### src/rtl/serial_interp_fir.sv
// Serial polyphase interpolating FIR: one input sample yields L outputs, all
// taps evaluated through a single time-shared MAC with a double-buffered coefficient bank.
module serial_interp_fir #(
  parameter int L = 4,
  parameter int N = 4
) (
  input  logic                         clk,
  input  logic                         rst,
  input  logic signed [7:0]            x,
  input  logic                         in_valid,
  output logic                         in_ready,
  input  logic                         coef_we,
  input  logic [$clog2(L*N)-1:0]       coef_addr,
  input  logic signed [7:0]            coef_data,
  output logic signed [15:0]           y,
  output logic                         out_valid,
  output logic [$clog2(L)-1:0]         out_phase
);

  localparam int T  = L * N;
  localparam int PW = $clog2(L);
  localparam int KW = $clog2(N);
  localparam int AW = $clog2(T);

  localparam logic [1:0] IDLE = 2'd0;
  localparam logic [1:0] MAC  = 2'd1;
  localparam logic [1:0] OUT  = 2'd2;

  logic [1:0]         state;
  logic signed [7:0]  d      [N];
  logic signed [7:0]  shadow [T];
  logic signed [7:0]  active [T];
  logic [PW-1:0]      p;
  logic [KW-1:0]      k;
  logic signed [17:0] acc;
  logic [AW-1:0]      tap;
  logic signed [15:0] prod;
  logic signed [15:0] sat;

  assign in_ready = (state == IDLE);

  // Phase p of the polyphase decomposition uses every L-th tap starting at p.
  assign tap  = AW'(k) * AW'(L) + AW'(p);
  assign prod = active[tap] * d[k];

  always_comb begin
    sat = acc[15:0];
    if (acc > 18'sd32767)
      sat = 16'sh7fff;
    else if (acc < -18'sd32768)
      sat = 16'sh8000;
  end

  // Shadow bank accepts writes at any time; the MAC only ever reads the active copy.
  always_ff @(posedge clk or negedge rst) begin
    if (!rst) begin
      for (int i = 0; i < T; i++)
        shadow[i] <= '0;
    end else if (coef_we) begin
      shadow[coef_addr] <= coef_data;
    end
  end

  always_ff @(posedge clk or negedge rst) begin
    if (!rst) begin
      state     <= IDLE;
      p         <= '0;
      k         <= '0;
      acc       <= '0;
      y         <= '0;
      out_valid <= 1'b0;
      out_phase <= '0;
      for (int i = 0; i < N; i++)
        d[i] <= '0;
      for (int i = 0; i < T; i++)
        active[i] <= '0;
    end else begin
      out_valid <= 1'b0;
      case (state)
        IDLE: begin
          if (in_valid) begin
            for (int i = N - 1; i > 0; i--)
              d[i] <= d[i-1];
            d[0] <= x;
            for (int i = 0; i < T; i++)
              active[i] <= shadow[i];
            p     <= '0;
            k     <= '0;
            acc   <= '0;
            state <= MAC;
          end
        end
        MAC: begin
          acc <= acc + {{2{prod[15]}}, prod};
          if (k == KW'(N - 1))
            state <= OUT;
          else
            k <= k + 1'b1;
        end
        OUT: begin
          y         <= sat;
          out_valid <= 1'b1;
          out_phase <= p;
          if (p != PW'(L - 1)) begin
            p     <= p + 1'b1;
            k     <= '0;
            acc   <= '0;
            state <= MAC;
          end else begin
            state <= IDLE;
          end
        end
        default: state <= IDLE;
      endcase
    end
  end

endmodule

### config.mk
export PLATFORM = sky130hd
export DESIGN_NAME = serial_interp_fir
export DESIGN_NICKNAME = d
export VERILOG_FILES = /design/src/rtl/serial_interp_fir.sv
export SDC_FILE = /design/constraint.sdc
export NUM_CORES = 1
export LEC_CHECK = 0
export ABC_AREA = 1
export BUFFER_PORTS_ARGS = -buffer_cell sky130_fd_sc_hd__buf_2
export CORE_UTILIZATION = 57
export CTS_BUF_LIST = sky130_fd_sc_hd__clkbuf_16
export DETAILED_ROUTE_END_ITERATION = 6
export GPL_TIMING_DRIVEN = 1
export HOLD_SLACK_MARGIN = 0.08
export PLACE_DENSITY = 0.79
export SETUP_SLACK_MARGIN = 0.05
export SKIP_CTS_REPAIR_TIMING = 1
export SLEW_MARGIN = 10
export SYNTH_ARGS = -nofsm -noshare
export SYNTH_HDL_FRONTEND = slang
export SYNTH_SLANG_ARGS = --single-unit
### constraint.sdc
create_clock -name clk -period 5.92 [get_ports clk]
set_input_delay 1.184 -clock clk [delete_from_list [all_inputs] [get_ports clk]]
set_output_delay 1.184 -clock clk [all_outputs]
set_load 0.02 [all_outputs]
Word-level counts from Yosys, hierarchy flattened
Index checks and enable logic that the tools add are counted.
{ "totals": {"regBits": 331, "inputBits": 24, "out_inout_bits": 20, "word_cells": 99} }
{ "op_classes": {"n_addsub": 4, "multipliers": 1, "n_lt_le_gt_ge": 6, "eq_ne": 8, "muxes": 25, "bitwise_logic": 3, "reduce_logical": 9} }
{ "op_table": {"columns": ["op", "n"], "rows": [
  ["128-bit bitwise mux", 1],
  ["18-bit one-hot mux with 3 select lines", 1],
  ["8-bit 2-to-1 mux", 5],
  ["18-bit 2-to-1 mux", 2],
  ["8-bit binary-select mux with 4-bit select", 1],
  ["8-bit demux with 4-bit select", 1],
  ["16-bit 2-to-1 mux", 2],
  ["18-bit adder", 1],
  ["18-bit by 16-bit greater-than comparator with 1-bit output, second input constant", 1],
  ["18-bit by 16-bit less-than comparator with 1-bit output, second input constant", 1],
  ["8-bit binary-select mux with 2-bit select", 1],
  ["8-bit by 8-bit multiplier with 16-bit output", 1],
  ["2-bit 2-to-1 mux", 6],
  ["2-bit one-hot mux with 3 select lines", 2],
  ["5-bit greater-or-equal comparator, second input constant", 2],
  ["2-bit inequality test, second input constant", 5],
  ["4-bit inverter with 5-bit output", 2],
  ["3-bit AND reduction", 2],
  ["5-bit by 1-bit less-than comparator with 1-bit output, second input constant", 1],
  ["2-bit by 1-bit adder with 2-bit output, second input constant", 2],
  ["4-bit by 2-bit adder with 4-bit output", 1],
  ["2-bit equality test, second input constant", 2],
  ["2-bit one-hot mux with 2 select lines", 1],
  ["2-bit AND reduction", 2],
  ["9 further kinds", 10]
]} }

Depth between registers and ports, before layout
Gate-level depths: netlist of run 1.
{ "logic_depth": {"depth_word": 8, "ltp_mapped": 40, "depth_no_buf": 39} }

Worst setup path before layout of run 1
Ideal clock, no wire load.
{ "synth_path": {"path_type": "register to register", "startpoint": "register p[0]", "endpoint": "register acc[17]", "setup_time_ns": 0.118, "arrival_time_ns": 5.809, "required_time_ns": 5.802, "slack_ns": -0.007, "path_stages_with_launch": 33, "n_path_buf": 3, "period_less_slack_ns": 5.927, "path_cell_list": "dfrtp_1 -> buf_6 -> buf_8 -> buf_6 -> nor2_1 -> o22ai_1 -> o211ai_2 -> nand2_2 -> or2_1 -> fa_1 -> fa_1 -> inv_1 -> fa_1 -> inv_1 -> fa_1 -> inv_1 -> ha_1 -> inv_1 -> o21ai_0 -> nand2_1 -> a21oi_1 -> nor2_1 -> xor2_1 -> inv_1 -> ha_1 -> a21oi_1 -> o21bai_1 -> a21oi_1 -> nand2_1 -> nor2_1 -> nand3_1 -> nand3_1 -> nand2_1"} }
{ "synth_between": {"elab_chain_len": 8, "word_cells_on_any_way": 11, "classes_between": "add/sub: 2; mul: 1; eq/ne: 2; mux: 4; bitwise: 1; reduce/logical: 1"} }
{ "synth_lines": {"columns": ["item", "line", "text"], "rows": [
  ["start, declared", "33", "logic [PW-1:0] p;"],
  ["start signal, assigned", "105", "p <= p + 1'b1;"],
  ["4-bit by 2-bit adder with 4-bit output", "43", "assign tap = AW'(k) * AW'(L) + AW'(p);"],
  ["4-bit inverter with 5-bit output (not written as such)", "44", "assign prod = active[tap] * d[k];"],
  ["8-bit binary-select mux with 4-bit select", "44", null],
  ["8-bit 2-to-1 mux (not written as such) (2 in series)", "44", null],
  ["8-bit by 8-bit multiplier with 16-bit output", "44", null],
  ["18-bit adder", "94", "acc <= acc + {{2{prod[15]}}, prod};"],
  ["18-bit one-hot mux with 3 select lines", "79", "case (state)"],
  ["end signal, assigned", "94", null],
  ["end, declared", "35", "logic signed [17:0] acc;"]
]} }
Parallel ways exist; a longest one is shown, timed or not. The select of a mux whose other input is x is not followed.
A chain may end at the register's enable or synchronous reset.

Final worst setup path of run 1
Same ends and word-level chain as after synthesis.

==> results of run 1 <==
-- registers in the layout (all words and copies together), names as in the netlist --
| register | cells |
|---|---|
| shadow | 128 |
| y | 16 |
| k | 2 |
| out_valid | 1 |
| state | 2 |
| p | 2 |
| out_phase | 2 |
| d | 32 |
| acc | 18 |
| active | 128 |
-- path summary, 6_finish.rpt --
path                             from    endpoint  slack (ns)  depth (start not counted)
worst max-delay path             p[0]     acc[17]       -0.30                         35
worst min-delay path            y[13]       y[13]        0.48                          2
worst max register to register   p[0]     acc[17]       -0.30                         35
worst min register to register  y[13]       y[13]        0.48                          2
max in group asynchronous         rst  shadow[68]        3.81                          2
min in group asynchronous         rst        y[5]        0.63                          1
-- routing by layer --
layer	global-route usage, %	vias to the layer above	share of wire (%)	routed length (µm)
li1	-	6423	-	-
met2	47.2	448	50	21900
met5	0	-	0	0
met3	3.87	135	5.3	2320
met4	11.4	0	4.3	1880
met1	34.8	6761	40	17700
-- worst min-delay path: stages, from the launching register on --
cell,delay (ns)
dfrtp_1,0.34
nand2_1,0.05
o21ai_0,0.05
-- per-stage QoR --
stage / std cells / TNS [ns] / worst slack (ns)
5_1_grt: 2445 / -3.53 / -0.593
4_1_cts: 2418 / -3.05 / -0.446
2_1_floorplan: 1911 / 0 / 0.0595
6_report: 2445 / -1.33 / -0.298
3_3_place_gp: 2360 / -2.31 / -0.344
3_5_place_dp: 2360 / -2.87 / -0.416
-- area by class of cell --
| class | count | share of cell area (%) |
|---|---|---|
| Timing Repair Buffer | 177 | 7.27 |
| Inverter | 253 | 4.78 |
| Tap cell | 390 | 2.38 |
| Clock buffer | 34 | 4.14 |
| Clock inverter | 24 | 0.768 |
| Sequential cell | 331 | 40.3 |
| Multi-Input combinational cell | 1236 | 40.3 |
-- cell usage after synthesis (all sizes together), types with 5 or more instances --
cell,count
a21oi,56
a32oi,5
buf,57
clkbuf,34
dfrtp,331
fa,56
ha,48
inv,253
mux2,63
nand2,377
nand3,41
nor2,185
o211ai,11
o21ai,320
o221ai,23
o22ai,10
or2,5
xor2,9
-- cell families (layout without fill, tap and decap cells) --
family                   count (synthesis)  after routing  synth area share [%]
AO/OA/AOI/OAI                          442            442                  14.4
XOR/XNOR                                11             11                 0.562
adder cells (fa/ha/maj)                104            104                  10.0
buffers and inverters                  344            488                  8.41
flip-flops                             331            331                  48.3
multiplexers                            63             63                  4.14
AND/OR/NAND/NOR                        616            616                  14.2
==> impl_metrics.toml, run 1 <==
[status]
status = "complete, but fails checks"
violations = "setup timing"

[global_routing]
antenna_found_initial = 0
grt_pass1_vias = 13200
grt_overflow = 0
grt_usage_pct = 27.4
grt_max_degree = 129
grt_pass1_wl_um = 66900

[final_layout]
final_area_mm2 = 0.0205
final_core_util_pct = 69.3
fillers = 2192
n_antenna_cell = 0
layout_commonest_cell = "nand2_1"
seqCellArea_mm2 = 0.00829
final_cell_mix = "nand2_1, dfrtp_1, o21ai_0"
drive_gt1_share_pct = 23.6
multi_input_area_mm2 = 0.00828
syn_to_final_growth_pct = 19.7
layout.nets = 2161

[clocking]
cts_root_buffer = "clkbuf_16"
cts_tree = "done"
cts.reportedPaths.clkPinSlew_ns = 0.06
cts_buffers = 34
htree_levels = 2
clock_path_buffers = 3
clkSinkCount = 331
clk_latency_ns = 0.53

[setup_path]
crit_top_cell = "nand2_1"
cp_slowest_cell = "fa_1"
cp-start-kind = "flip-flop"
end_kind = "flip-flop"
cp.buffers_inverters = 7
crit_fanout = 19
critPathArrivalTime_ns = 6.63
crit_type = "reg -> reg"
cp_top_family = "adder cells"
crit_required_ns = 6.34
max_stage_delay_ns = 0.53

[detailed_routing]
dr_total_vias = 13800
drt_iter0_drc = 1125
dr.pass1.iters = 5
ant_nets = 0
remaining_drc_errors = 0
wl_um = 43800
avgRoutedWirePerCell_um = 17.9
via_per_inst = 5.63

[sta]
whs_ns = 0.475
worst_clock_skew_ns = 0.0376
period_needed_ns = 6.22
hold_viol = 0
slew_headroom_pct = 22.3
period_share_pct = 105
rsz0062_at_grt = "true"
worstMarginPinSlew_ns = 1.16
worst_slack_ns = -0.298
slew_violations = 0
setup_viol = 8
timing.fmax_mhz = 161

[synthesis]
yosysTopAreaCell = "dfrtp_1"
avgSynthCellArea_um2 = 8.98
ys_seq_elements = 331
yosys.cell_types.count = 45
syn-instance-count = 1911
async_reset_ff_share_pct = 100
syn_nets = 2039
syn-cell-area_mm2 = 0.0172
ys_seq_area_share_pct = 48.3
synth_edf_count = 0
synth-main-ff-cell = "dfrtp_1"
yosysWarnings = 0
yosysTopAreaCellShare_pct = 48.3
synthTopCellsByArea = "dfrtp_1, o21ai_0, nand2_1"

[place]
port_buffers = 43
gp_congestion = 0.960
place_area_mm2 = 0.0183
place_hpwl_um = 29000

[flow_run]
maxCapViolCount = 0

[die]
rows = 63
start_util_pct = 57.9
core_mm2 = 0.0296
pin_count = 44
chipHeight_um = 175
die_width_um = 175
dieArea_mm2 = 0.0308

[min_path]
hold_path_class = "reg -> reg"
Power of run 1 is not shown: default switching activity piles up to over one toggle a cycle in this logic, so the estimate is an artifact.
==> run 2: changes to the inputs <==
--- a/config.mk
+++ b/config.mk
@@ -13,6 +13,7 @@
 export GPL_TIMING_DRIVEN = 1
 export HOLD_SLACK_MARGIN = 0.08
 export PLACE_DENSITY = 0.79
+export REMOVE_ABC_BUFFERS = 1
 export SETUP_SLACK_MARGIN = 0.05
 export SKIP_CTS_REPAIR_TIMING = 1
 export SLEW_MARGIN = 10
==> run 2 against run 1 <==
Against the previous run:
- the flow still finishes with violations (setup timing)
- via count increased by 1.2%
- setup slack got worse by 0.19 ns
- global-route usage increased by 1.3 points
- first-iteration DRC count decreased by 11%
- sequential share of layout area decreased by 0.099 points
- hold slack improved by 0.0023 ns
==> impl_metrics.toml, run 2 (synthesis gave the netlist of run 1 again) <==
[sta]
setup_tns_ns = -3.09
period_needed_ns = 6.41
timing.fmax_mhz = 156
whs_ns = 0.477
rsz0062_at_grt = "true"
worstMarginPinSlew_ns = 1.33
slew_headroom_pct = 11.0
worst_slack_ns = -0.491
worst_clock_skew_ns = 0.0134
hold_viol = 0
setup_viol = 8
slew_violations = 0
period_share_pct = 108

[setup_path]
critPathArrivalTime_ns = 6.83
crit_top_cell = "nand2_1"
cp.buffers_inverters = 10
crit_required_ns = 6.33
max_stage_delay_ns = 0.52
cp_top_family = "adder cells"
end_kind = "flip-flop"
crit_type = "reg -> reg"
cp-start-kind = "flip-flop"
crit_fanout = 8
cp_slowest_cell = "fa_1"

[global_routing]
grt_usage_pct = 28.8
grt_pass1_vias = 14000
antenna_found_initial = 0
grt_overflow = 0
grt_pass1_wl_um = 70000
grt_max_degree = 191

[clocking]
cts_root_buffer = "clkbuf_16"
cts_buffers = 35
clk_latency_ns = 0.53
cts_tree = "done"
htree_levels = 2
clkSinkCount = 331
cts.reportedPaths.clkPinSlew_ns = 0.07
clock_path_buffers = 3

[detailed_routing]
drt_iter0_drc = 1004
wl_um = 44400
via_per_inst = 5.64
remaining_drc_errors = 0
ant_nets = 0
dr_total_vias = 13900
dr.pass1.iters = 6
avgRoutedWirePerCell_um = 18.0

[die]
rows = 63
die_width_um = 175
pin_count = 44
core_mm2 = 0.0296
start_util_pct = 57.9
dieArea_mm2 = 0.0308
chipHeight_um = 175

[status]
status = "complete, but fails checks"
violations = "setup timing"

[place]
place_hpwl_um = 29800
gp_congestion = 0.988
dp_slack_ns = -0.566
port_buffers = 43

[final_layout]
n_antenna_cell = 0
syn_to_final_growth_pct = 20.0
layout_commonest_cell = "nand2_1"
top_regs = "active: 128 flops, shadow: 128 flops, d: 32 flops"
layout.nets = 2181
drive_gt1_share_pct = 23.1
seqCellArea_mm2 = 0.00828
final_cell_mix = "nand2_1, dfrtp_1, o21ai_0"
multi_input_area_mm2 = 0.00811
final_core_util_pct = 69.5
fillers = 2236

[min_path]
hold_path_class = "reg -> reg"

[flow_run]
maxCapViolCount = 0
-- run 2: changes by cell type in the layout (fill, tap and decap cells not counted), sizes merged --
cell,change
clkbuf,-1
inv,-1
buf,+21
clkinv,+1
bufinv,+4
-- run 2: layout make-up --
class                      count  share of cell area (%)
timing repair buffer         196                    7.79
sequential                   331                    40.2
clock buffer                  35                    4.25
tap                          390                    2.37
inverter                     253                    4.67
clock inverter                28                    1.29
multi-input combinational   1236                    39.4
-- run 2: path summary, 6_finish.rpt --
kind	startpoint	to	slack (ns)	cells past startpoint
hold reg to reg	y[8]	y[8]	0.48	2
max in group asynchronous	rst	d[25]	3.86	2
setup / recovery	p[0]	acc[15]	-0.49	36
setup reg to reg	p[0]	acc[15]	-0.49	36
min in group asynchronous	rst	acc[17]	0.73	1
hold / removal	y[8]	y[8]	0.48	2
-- run 2: metal layers --
layer / wire (µm) / GRT usage [%] / vias to the layer above / share of wire, %
met5: 0 / 0 / - / 0
met3: 2410 / 4.00 / 176 / 5.4
met4: 2220 / 13.0 / 0 / 5.0
li1: - / - / 6467 / -
met2: 22200 / 50.7 / 450 / 50
met1: 17500 / 35.0 / 6838 / 40
-- run 2: worst min-delay path, cell delays in order (launching register included) --
cell     delay [ns]
dfrtp_1        0.34
nand2_1        0.05
o21ai_0        0.05
-- run 2: per-stage QoR --
step,std cells,cell area (µm²)
6_report,2469,20600
5_1_grt,2469,20600
4_1_cts,2441,19600
3_5_place_dp,2378,18500
3_3_place_gp,2378,18500
2_1_floorplan,1820,16700
Power of run 2 is left out for the same reason.
